===== config.mk =====
export PLATFORM = sky130hd
export DESIGN_NAME = multicycle_sequencer
export DESIGN_NICKNAME = d
export VERILOG_FILES = /design/src/rtl/multicycle_sequencer.sv
export SDC_FILE = /design/constraint.sdc
export NUM_CORES = 1
export LEC_CHECK = 0
export BUFFER_PORTS_ARGS = -buffer_cell sky130_fd_sc_hd__buf_2
export CORE_ASPECT_RATIO = 0.9
export CORE_UTILIZATION = 48
export CTS_BUF_LIST = sky130_fd_sc_hd__clkbuf_8
export DETAILED_ROUTE_END_ITERATION = 10
export GPL_TIMING_DRIVEN = 0
export PLACE_DENSITY = 0.83
export SETUP_SLACK_MARGIN = 0.5
export SLEW_MARGIN = 20
export SYNTH_ARGS = -nofsm -noshare
export SYNTH_HDL_FRONTEND = slang
export SYNTH_SLANG_ARGS = --single-unit

===== constraint.sdc =====
create_clock -name sysclk -period 3.4 [get_ports sysclk]
set_input_delay 0.51 -clock sysclk [delete_from_list [all_inputs] [get_ports sysclk]]
set_output_delay 0.51 -clock sysclk [all_outputs]
set_load 0.01 [all_outputs]

===== src/rtl/multicycle_sequencer.sv =====
// Multi-cycle IF/ID/EXE/MEM/WB control sequencer: owns pc, latches ir, counts retired instructions.
// Optional single-step PAUSE state and `step` input when SEQ_STEP_EN is defined.
module multicycle_sequencer #(
    parameter int unsigned PC_W  = 8,
    parameter int unsigned RET_W = 16
) (
    input  logic             sysclk,
    input  logic             reset,
    input  logic             run,
`ifdef SEQ_STEP_EN
    input  logic             step,
`endif
    input  logic [2:0]       opcode,
    input  logic [2:0]       aux,
    input  logic             zero,
    input  logic             mem_ack,
    output logic [PC_W-1:0]  pc,
    output logic [2:0]       ir_op,
    output logic [2:0]       ir_aux,
    output logic             alu_en,
    output logic             mem_req,
    output logic             mem_we,
    output logic             regwrite,
    output logic             busy,
    output logic             halted,
    output logic [RET_W-1:0] retired,
    output logic [2:0]       state
);

    typedef enum logic [2:0] {
        IDLE      = 3'd0,
        FETCH     = 3'd1,
        DECODE    = 3'd2,
        EXECUTE   = 3'd3,
        MEMORY    = 3'd4,
        WRITEBACK = 3'd5,
        HALTED    = 3'd6
`ifdef SEQ_STEP_EN
        , PAUSE   = 3'd7
`endif
    } state_t;

    localparam logic [2:0] OP_LD   = 3'b100;
    localparam logic [2:0] OP_ST   = 3'b101;
    localparam logic [2:0] OP_BZ   = 3'b110;
    localparam logic [2:0] OP_HALT = 3'b111;

    state_t          fsm;
    state_t          nxt;
    logic [PC_W-1:0] pc_nxt;
    logic [PC_W-1:0] bz_off;
    logic [2:0]      ir_op_nxt;
    logic [2:0]      ir_aux_nxt;
    logic            retire;
    logic            busy_nxt;

    assign bz_off = {{(PC_W-3){ir_aux[2]}}, ir_aux};
    assign state  = fsm;

    always_comb begin
        nxt        = fsm;
        pc_nxt     = pc;
        ir_op_nxt  = ir_op;
        ir_aux_nxt = ir_aux;
        retire     = 1'b0;
        case (fsm)
            IDLE: begin
                if (run) nxt = FETCH;
            end
            FETCH: begin
                ir_op_nxt  = opcode;
                ir_aux_nxt = aux;
                pc_nxt     = pc + PC_W'(1);
                nxt        = DECODE;
            end
            DECODE: begin
                nxt = (ir_op == OP_HALT) ? HALTED : EXECUTE;
            end
            EXECUTE: begin
                if (ir_op == OP_BZ) begin
                    retire = 1'b1;
                    if (zero) pc_nxt = pc + bz_off;
                end else if (ir_op == OP_LD || ir_op == OP_ST) begin
                    nxt = MEMORY;
                end else begin
                    nxt = WRITEBACK;
                end
            end
            MEMORY: begin
                if (mem_ack) begin
                    if (ir_op == OP_LD) nxt = WRITEBACK;
                    else                retire = 1'b1;
                end
            end
            WRITEBACK: begin
                retire = 1'b1;
            end
            HALTED: begin
                nxt = HALTED;
            end
`ifdef SEQ_STEP_EN
            PAUSE: begin
                if (step) nxt = FETCH;
            end
`endif
            default: begin
                nxt = IDLE;
            end
        endcase
`ifdef SEQ_STEP_EN
        if (retire) nxt = PAUSE;
        busy_nxt = (nxt != IDLE) && (nxt != HALTED) && (nxt != PAUSE);
`else
        if (retire) nxt = FETCH;
        busy_nxt = (nxt != IDLE) && (nxt != HALTED);
`endif
    end

    // Enables are registered from the next state, so each one is a pure decode of the
    // state register and latched ir after the edge and never follows an input combinationally.
    always_ff @(posedge sysclk or posedge reset) begin
        if (reset) begin
            fsm      <= IDLE;
            pc       <= '0;
            ir_op    <= '0;
            ir_aux   <= '0;
            retired  <= '0;
            alu_en   <= 1'b0;
            mem_req  <= 1'b0;
            mem_we   <= 1'b0;
            regwrite <= 1'b0;
            busy     <= 1'b0;
            halted   <= 1'b0;
        end else begin
            fsm      <= nxt;
            pc       <= pc_nxt;
            ir_op    <= ir_op_nxt;
            ir_aux   <= ir_aux_nxt;
            if (retire) retired <= retired + RET_W'(1);
            alu_en   <= (nxt == EXECUTE);
            mem_req  <= (nxt == MEMORY);
            mem_we   <= (nxt == MEMORY) && (ir_op_nxt == OP_ST);
            regwrite <= (nxt == WRITEBACK);
            busy     <= busy_nxt;
            halted   <= (nxt == HALTED);
        end
    end

endmodule


After elaboration in Yosys (flattened, before gate mapping)
Index checks and enable logic that the tools add are counted.
{"block": "op_classes", "addsub": 3, "muxes": 16, "reduce_logical": 7, "n_eq_ne": 18}
{"cell": "$eq A3 B3 Y1 const B", "count": 11}
{"cell": "$mux W3", "count": 7}
{"cell": "$pmux W3 S7", "count": 1}
{"cell": "$add A16 B1 Y16 const B", "count": 1}
{"cell": "$mux W8", "count": 2}
{"cell": "$pmux W8 S2", "count": 1}
{"cell": "$eq A3 B2 Y1 const B", "count": 3}
{"cell": "$add A8 B1 Y8 const B", "count": 1}
{"cell": "$add A8 B8 Y8", "count": 1}
{"cell": "$mux W1", "count": 4}
{"cell": "$ne A2 B2 Y1 const B", "count": 2}
{"cell": "$eq A3 B1 Y1 const B", "count": 1}
{"cell": "$logic_not A3 Y1", "count": 1}
{"cell": "$ne A3 B3 Y1 const B", "count": 1}
{"cell": "$pmux W1 S3", "count": 1}
{"cell": "$reduce_and A3 Y1", "count": 1}
{"cell": "$reduce_bool A3 Y1", "count": 1}
{"cell": "$logic_and A1 B1 Y1", "count": 2}
{"cell": "$reduce_bool A2 Y1", "count": 1}
{"cell": "$logic_or A1 B1 Y1", "count": 1}
{"block": "word_totals", "input_bits": 11, "reg_bits": 39, "out_inout_bits": 39, "elab_cells": 55}

Depth between registers and ports, before layout
Gate-level depths: netlist (run 1).
{"block": "logic_depth", "depth_word": 8, "ltp_mapped": 10, "depth_no_buf": 9}

Worst setup path before layout (run 1)
OpenSTA, ideal clock, no wires.
{"block": "synth_timing", "kind": "register -> register", "start": "register fsm[0] (netlist: state[0])", "end": "register pc[6]", "stages_incl_launch_ff": 11, "required_ns": 3.274, "setup_time_ns": 0.126, "path_slack_ns": 0.851, "period_less_slack_ns": 2.549, "n_path_buf": 1, "arrival_time_ns": 2.423, "cell_sequence": "dfrtp_1 buf_2 nand3b_1 or2_2 ha_1 fa_1 a211oi_1 o21bai_1 a21oi_1 xor2_1 o21ai_0"}
{"block": "synth_between", "elab_chain_cells": 3, "elab_cells_between_ends": 7, "classes_between": "4 x eq/ne; 1 x mux; 2 x reduce/logical"}
{"item": "from (decl)", "line_no": "48", "rtl": "state_t fsm;"}
{"item": "from (signal assigned)", "line_no": "135", "rtl": "fsm <= nxt;"}
{"item": "$eq A3 B2 Y1 or $eq A3 B1 Y1 (tied branches)", "line_no": "66", "rtl": "case (fsm)"}
{"item": "$ne A2 B2 Y1 (no line) or $reduce_bool A2 Y1 (tied branches)"}
{"item": "$reduce_and A3 Y1 (no line)"}
{"item": "to (signal assigned)", "line_no": "136", "rtl": "pc <= pc_nxt;"}
{"item": "to (decl)", "line_no": "17", "rtl": "output logic [PC_W-1:0] pc,"}
Parallel ways exist; a longest one is shown, timed or not.
A chain may end at the register's enable or synchronous reset.

Worst setup path after layout (run 1)
{"block": "layout_timing", "start": "register fsm[2] (netlist: state[2])", "end": "register pc[6]"}
Same word-level chain as after synthesis.

==> results of run 1 <==
## registers in the layout, indices dropped and copies added, names as in the netlist
| name | flops |
|---|---|
| state | 3 |
| ir_aux | 3 |
| retired | 16 |
| mem_req | 1 |
| ir_op | 3 |
| halted | 1 |
| mem_we | 1 |
| busy | 1 |
| pc | 8 |
| alu_en | 1 |
| regwrite | 1 |
## what timing repair did
action                     in CTS  in global routing
setup endpoints to repair       0                  1
setup buffers                   0                  3
resized for setup               0                  1
## per-stage QoR
stage                     hold WS (ns)  cells
after floorplan                 0.5073    185
after global placement          0.4572    280
after detailed placement        0.4629    281
after CTS                       0.2091    289
after global routing            0.2248    292
final                           0.2041    292
## logic make-up after synthesis
kind of cell             count (synthesis)  share of synthesized area
AND/OR/NAND/NOR                         67                     0.1833
flip-flops                              39                     0.4965
AO/OA/AOI/OAI                           33                     0.1133
XOR/XNOR                                20                    0.08912
buffers and inverters                   12                    0.02801
adder cells (fa/ha/maj)                  9                    0.06111
multiplexers                             5                    0.02864
## cell type report
class	instances	share of cell area
buffer	5	0.01179
clock buffer	6	0.03383
clock inverter	2	0.01435
inverter	7	0.01076
multi-input combinational	134	0.3849
sequential	39	0.3998
tap	46	0.02358
timing repair buffer	53	0.1210
## per-layer routing
| layer | up-vias | share of wire |
|---|---|---|
| met5 | - | 0 |
| met3 | 2 | 0.066 |
| li1 | 768 | - |
| met4 | 0 | 0.0070 |
| met2 | 60 | 0.46 |
| met1 | 725 | 0.47 |
## worst min path at each step
| stage | from | endpoint | slack, ns |
|---|---|---|---|
| floorplan | pc[7] | pc[7] | 0.51 |
| global placement | retired[15] | retired[15] | 0.46 |
| detailed placement | retired[15] | retired[15] | 0.46 |
| CTS | reset | retired[6] | 0.21 |
| global route | reset | retired[6] | 0.22 |
| finish | reset | retired[6] | 0.20 |
## critical path: stages (launching register included)
cell	delay (ns)
sky130_fd_sc_hd__dfrtp_1	0.47
sky130_fd_sc_hd__nand3b_1	0.30
sky130_fd_sc_hd__or2_2	0.33
sky130_fd_sc_hd__ha_1	0.21
sky130_fd_sc_hd__fa_1	0.44
sky130_fd_sc_hd__a211oi_2	0.28
sky130_fd_sc_hd__o21bai_1	0.11
sky130_fd_sc_hd__a21oi_1	0.18
sky130_fd_sc_hd__xor2_1	0.14
sky130_fd_sc_hd__o21ai_0	0.08
## synthesized netlist by cell type, types with 2 or more instances
library cell and count:
sky130_fd_sc_hd__and3_1 4, sky130_fd_sc_hd__nor3_1 3, sky130_fd_sc_hd__nand3b_1 3, sky130_fd_sc_hd__buf_2 2, sky130_fd_sc_hd__and4_1 3, sky130_fd_sc_hd__o21bai_1 2, sky130_fd_sc_hd__a211oi_1 2, sky130_fd_sc_hd__mux2_2 5
sky130_fd_sc_hd__inv_1 7, sky130_fd_sc_hd__nand2_1 20, sky130_fd_sc_hd__nand2b_1 2, sky130_fd_sc_hd__a21o_1 2, sky130_fd_sc_hd__a21oi_1 7, sky130_fd_sc_hd__nor2_1 13, sky130_fd_sc_hd__o211ai_1 3, sky130_fd_sc_hd__xnor2_1 15
sky130_fd_sc_hd__buf_4 2, sky130_fd_sc_hd__xor2_1 5, sky130_fd_sc_hd__ha_1 8, sky130_fd_sc_hd__nand4_1 3, sky130_fd_sc_hd__dfrtp_1 39, sky130_fd_sc_hd__and2_1 2, sky130_fd_sc_hd__nand3_1 8, sky130_fd_sc_hd__o21ai_0 12
## power by group
group | internal, mW | switching [mW] | total (mW)
clock network | 0.237 | 0.157 | 0.394
logic | 0.395 | 0.488 | 0.883
registers | 0.613 | 0.148 | 0.761
==> results.toml, run 1 <==
[critical_path]
crit_path_start = "state[2]"
critical_path.reg2reg.startpoint = "state[2]"
crit_path_start_kind = "flip-flop"
ff2ff_setup_slack_ns = 0.74
timing.critical_path.arrival_ns = 2.83
cp_data_required_time_ns = 3.57
worst-r2r-cell-count = 9
setup.worst_path.class = "flip-flop to flip-flop"
cp-end-kind = "flip-flop"
worst-path-max-fanout = 9
timing.rr.end = "pc[6]"
cp_endpoint = "pc[6]"

[final_layout]
net_count_reported_at_finish = 265
insertedDiodeCount = 0
regArea_um2 = 975.9
multi_input_area_um2 = 939.7
filler_cell_count = 315
share_of_post_route_cells_with_drive_strength_above_1 = 0.3130
most-common-layout-cells = "51 x sky130_fd_sc_hd__buf_2, 39 x sky130_fd_sc_hd__dfrtp_1, 20 x sky130_fd_sc_hd__nand2_1, 15 x sky130_fd_sc_hd__xnor2_1, 13 x sky130_fd_sc_hd__nor2_1"
area_growth_syn_to_layout_pct = 24.19
final_core_utilization = 0.6407
leading_cell_type_in_the_layout_fill_and_taps_excluded = "sky130_fd_sc_hd__buf_2"
finish.instance_area_mm2 = 0.002441

[power_and_ir_drop]
power.total_mw = 2.038
p_leak_nw = 1.234
cell_area_power_density_mw_per_mm2 = 834.9
max-vdd-ir-drop_mv = 0.6023

[timing]
fin_setup_tns_ns = 0
worst_slew_pin_slew_ns = 0.4687
final_max_slew_viol_count = 0
rsz_0062_raised_after_global_routing = "no"
hold_viol = 0
timing.final.setup_violations = 0
layout_worst_path_cycle_share = 0.7817
post-route-worst-setup-slack_ns = 0.7423
timing.slew.headroom = 0.6864
fin_worst_skew_ns = 0.005941
fmaxAchievable_mhz = 376.3
period_minus_slack_ns = 2.658

[synth]
synth_cell_type_count = 37
net_count_synth = 205
mapped_area_mm2 = 0.001966
synth_top_cell_area_share = 0.4965
netlist.top_cell.by_area = "sky130_fd_sc_hd__dfrtp_1"
ys_dominant_reg_cell = "sky130_fd_sc_hd__dfrtp_1"
syn_area_per_cell_um2 = 10.63
synth_enable_flop_cells = 0
ys_async_sr_fraction = 1.000
synth.ff_latch_count = 39
part_of_the_yosys_area_used_for_sequential_elements = 0.4965
synthCells = 185
top_area_cells_in_the_synthesized_netlist = "sky130_fd_sc_hd__dfrtp_1 50%, sky130_fd_sc_hd__xnor2_1 6.7%, sky130_fd_sc_hd__ha_1 5.1%, sky130_fd_sc_hd__nand2_1 3.8%, sky130_fd_sc_hd__o21ai_0 3.1%"
synth_warnings = 0

[clock_tree]
cts-buffers-inserted = 5
postCtsHoldBufs = 0
clkSinkCount = 39
cts.reportedPaths.clkPinSlew_ns = 0.08
cts_max_level = 2
clock_path_buffers = 2
tritoncts = "built"
cts.root.buffer_cell = "sky130_fd_sc_hd__clkbuf_8"
insertion_delay_ns = 0.28

[floorplanning]
floorplan.die.width_um = 69.46
total_die_area_mm2 = 0.004356
design.core.area_mm2 = 0.003810
initial_utilization = 0.5159
top_level_ports = 50
core.rowCount = 21
floorplan.die.height_um = 62.71

[grt]
global_route.usage.total = 0.1897
grtUsageMet1 = 0.2622
antenna_found_initial = 0
groute.layer.met3.usage = 0.04839
grt_pass1_wl_um = 6541
grt_max_degree = 24
number_of_global_route_vias_before_repair = 1413
grt.met2_usage = 0.2961
globalRouteOverflowTotal = 0
busiest_layer = "met2"

[outcome]
run_status = "completed"

[routing]
post_detailed_route_drc_marker_count = 0
firstDrtPassIters = 5
drtIter0Drc = 172
wire_per_inst_um = 13.19
vias = 1555
count_of_antenna_violating_nets_left_after_detailed_routing = 0
post_drt_via_cell_ratio = 5.325
routed_wirelength_um = 3851

[place]
placement.cell_area_mm2 = 0.002296
gp_weighted_congestion = 0.8468
place.port_buffers = 49
hpwl_um = 2822
worst_setup_slack_before_clock_tree_synthesis_ns = 0.6181

[run]
cap_viol_max_count = 0

[worst_hold_path]
timing.hold.worst.class = "primary input to asynchronous set/reset pin"
Power figures use the tool's default switching activity.
==> run 2, diff against run 1 <==
clock period = 2.6 ns   (was 3.4 ns; I/O delays follow)
==> run 2 against run 1 <==
  * Sequential share of layout area down 2.7 points
  * Clock power down 1%
  * Power is 39% higher
  * Register-to-register slack worse by 0.50 ns
  * Cell count increased by 3.8%
  * Flip-flop and latch count unchanged
  * Largest cell class is now multi-input combinational cells
  * Fmax is 13% higher
  * Utilization is 4.8 points higher
==> results.toml, run 2 (synthesis gave the netlist of run 1 again) <==
[floorplanning]
top_level_ports = 50
floorplan.die.height_um = 62.71
floorplan.die.width_um = 69.46
core.rowCount = 21
initial_utilization = 0.5159
design.core.area_mm2 = 0.003810
total_die_area_mm2 = 0.004356

[timing]
fin_setup_tns_ns = 0
rsz_0062_raised_after_global_routing = "yes"
period_minus_slack_ns = 2.355
fin_worst_skew_ns = 0.006893
fmaxAchievable_mhz = 424.7
final_max_slew_viol_count = 0
layout_worst_path_cycle_share = 0.9056
post-route-worst-setup-slack_ns = 0.2454
worst_slew_pin_slew_ns = 0.4886
fin_worst_hold_slack_ns = 0.02924
timing.slew.headroom = 0.6732
hold_viol = 0
timing.final.setup_violations = 0

[critical_path]
setup.worst_path.class = "flip-flop to flip-flop"
cp_data_required_time_ns = 2.77
crit_path_start_kind = "flip-flop"
cp-end-kind = "flip-flop"
worst-path-max-fanout = 2
timing.critical_path.arrival_ns = 2.52

[routing]
drtIter0Drc = 95
wire_per_inst_um = 14.27
count_of_antenna_violating_nets_left_after_detailed_routing = 0
vias = 1600
post_drt_via_cell_ratio = 5.281
routed_wirelength_um = 4325
firstDrtPassIters = 4
post_detailed_route_drc_marker_count = 0

[place]
gp_weighted_congestion = 0.8575
hpwl_um = 2863
worst_setup_slack_before_clock_tree_synthesis_ns = 0.07965
place.port_buffers = 49

[clock_tree]
cts_max_level = 2
cts.root.buffer_cell = "sky130_fd_sc_hd__clkbuf_8"
tritoncts = "built"
cts-buffers-inserted = 5
postCtsHoldBufs = 0
clkSinkCount = 39
insertion_delay_ns = 0.29
clock_path_buffers = 2
cts.reportedPaths.clkPinSlew_ns = 0.08

[final_layout]
final_core_utilization = 0.6883
register_bank_with_the_most_flops = "retired"
share_of_post_route_cells_with_drive_strength_above_1 = 0.4086
area_growth_syn_to_layout_pct = 33.42
insertedDiodeCount = 0
filler_cell_count = 283
largest_register_ffs = 16
leading_cell_type_in_the_layout_fill_and_taps_excluded = "sky130_fd_sc_hd__buf_2"
most-common-layout-cells = "50 x sky130_fd_sc_hd__buf_2, 38 x sky130_fd_sc_hd__dfrtp_1, 19 x sky130_fd_sc_hd__nand2_1, 15 x sky130_fd_sc_hd__xnor2_1, 14 x sky130_fd_sc_hd__buf_4"
biggestRegsByFlops = "retired: 16 flops, pc: 8 flops"
net_count_reported_at_finish = 276

[power_and_ir_drop]
max-vdd-ir-drop_mv = 0.6004
cell_area_power_density_mw_per_mm2 = 1079
power.total_mw = 2.830
p_leak_nw = 1.275

[outcome]
run_status = "completed"

[worst_hold_path]
timing.hold.worst.class = "primary input to asynchronous set/reset pin"

[run]
cap_viol_max_count = 0

[grt]
number_of_global_route_vias_before_repair = 1446
globalRouteOverflowTotal = 0
grt_max_degree = 28
global_route.usage.total = 0.1960
antenna_found_initial = 0
grt_pass1_wl_um = 6617
==> run 2: worst paths after layout <==
path / start / to / slack [ns] / depth (start not counted)
worst min-delay path: reset / retired[7] / 0.03 / 2
worst max register to register: state[2] / pc[6] / 0.25 / 9
min in group sysclk: aux[1] / ir_aux[1] / 0.30 / 3
worst min register to register: retired[15] / retired[15] / 0.47 / 1
worst max-delay path: state[2] / pc[6] / 0.25 / 9
max in group asynchronous: reset / state[2] / 2.13 / 3
==> run 2: layout make-up <==
cell class | instances | area (µm²) | area share
Multi-Input combinational cell | 134 | 1064 | 0.4055
Sequential cell | 39 | 977.2 | 0.3726
Timing Repair Buffer | 64 | 377.9 | 0.1441
Clock buffer | 5 | 68.82 | 0.02624
Tap cell | 46 | 57.56 | 0.02195
Buffer | 5 | 35.03 | 0.01336
Inverter | 7 | 26.28 | 0.01002
Clock inverter | 3 | 16.27 | 0.006202
==> run 2: through the flow <==
step                cells  instance area, µm²
finish                303                2623
global route          303                2623
global placement      280                2300
CTS                   295                2461
detailed placement    281                2320
floorplan             185                1997
==> run 2: metal layers <==
layer	GRT usage	part of all wire
met1	0.2677	0.44
met2	0.2998	0.49
met3	0.04677	0.052
met4	0.08163	0.020
met5	0	0
==> run 2: power by group <==
part	leakage, nW	switching, mW	internal (mW)
clock network	0.0453	0.206	0.183
logic	0.726	0.756	0.683
registers	0.504	0.198	0.803
total	1.27	1.16	1.67
==> run 2: timing repair <==
action / in CTS / in global routing
resized for setup: 3 / 21
pin swaps: 7 / 16
buffers inserted: 6 / 8
endpoints found under the setup margin: 5 / 5
==> run 2: worst max-delay path, stage by stage, from the launching register on <==
cell	delay (ns)
sky130_fd_sc_hd__dfrtp_2	0.42
sky130_fd_sc_hd__nand3b_1	0.20
sky130_fd_sc_hd__or2_4	0.26
sky130_fd_sc_hd__ha_4	0.17
sky130_fd_sc_hd__fa_2	0.37
sky130_fd_sc_hd__a211oi_2	0.24
sky130_fd_sc_hd__o21bai_1	0.11
sky130_fd_sc_hd__a21oi_1	0.17
sky130_fd_sc_hd__xor2_1	0.19
sky130_fd_sc_hd__o21ai_1	0.10
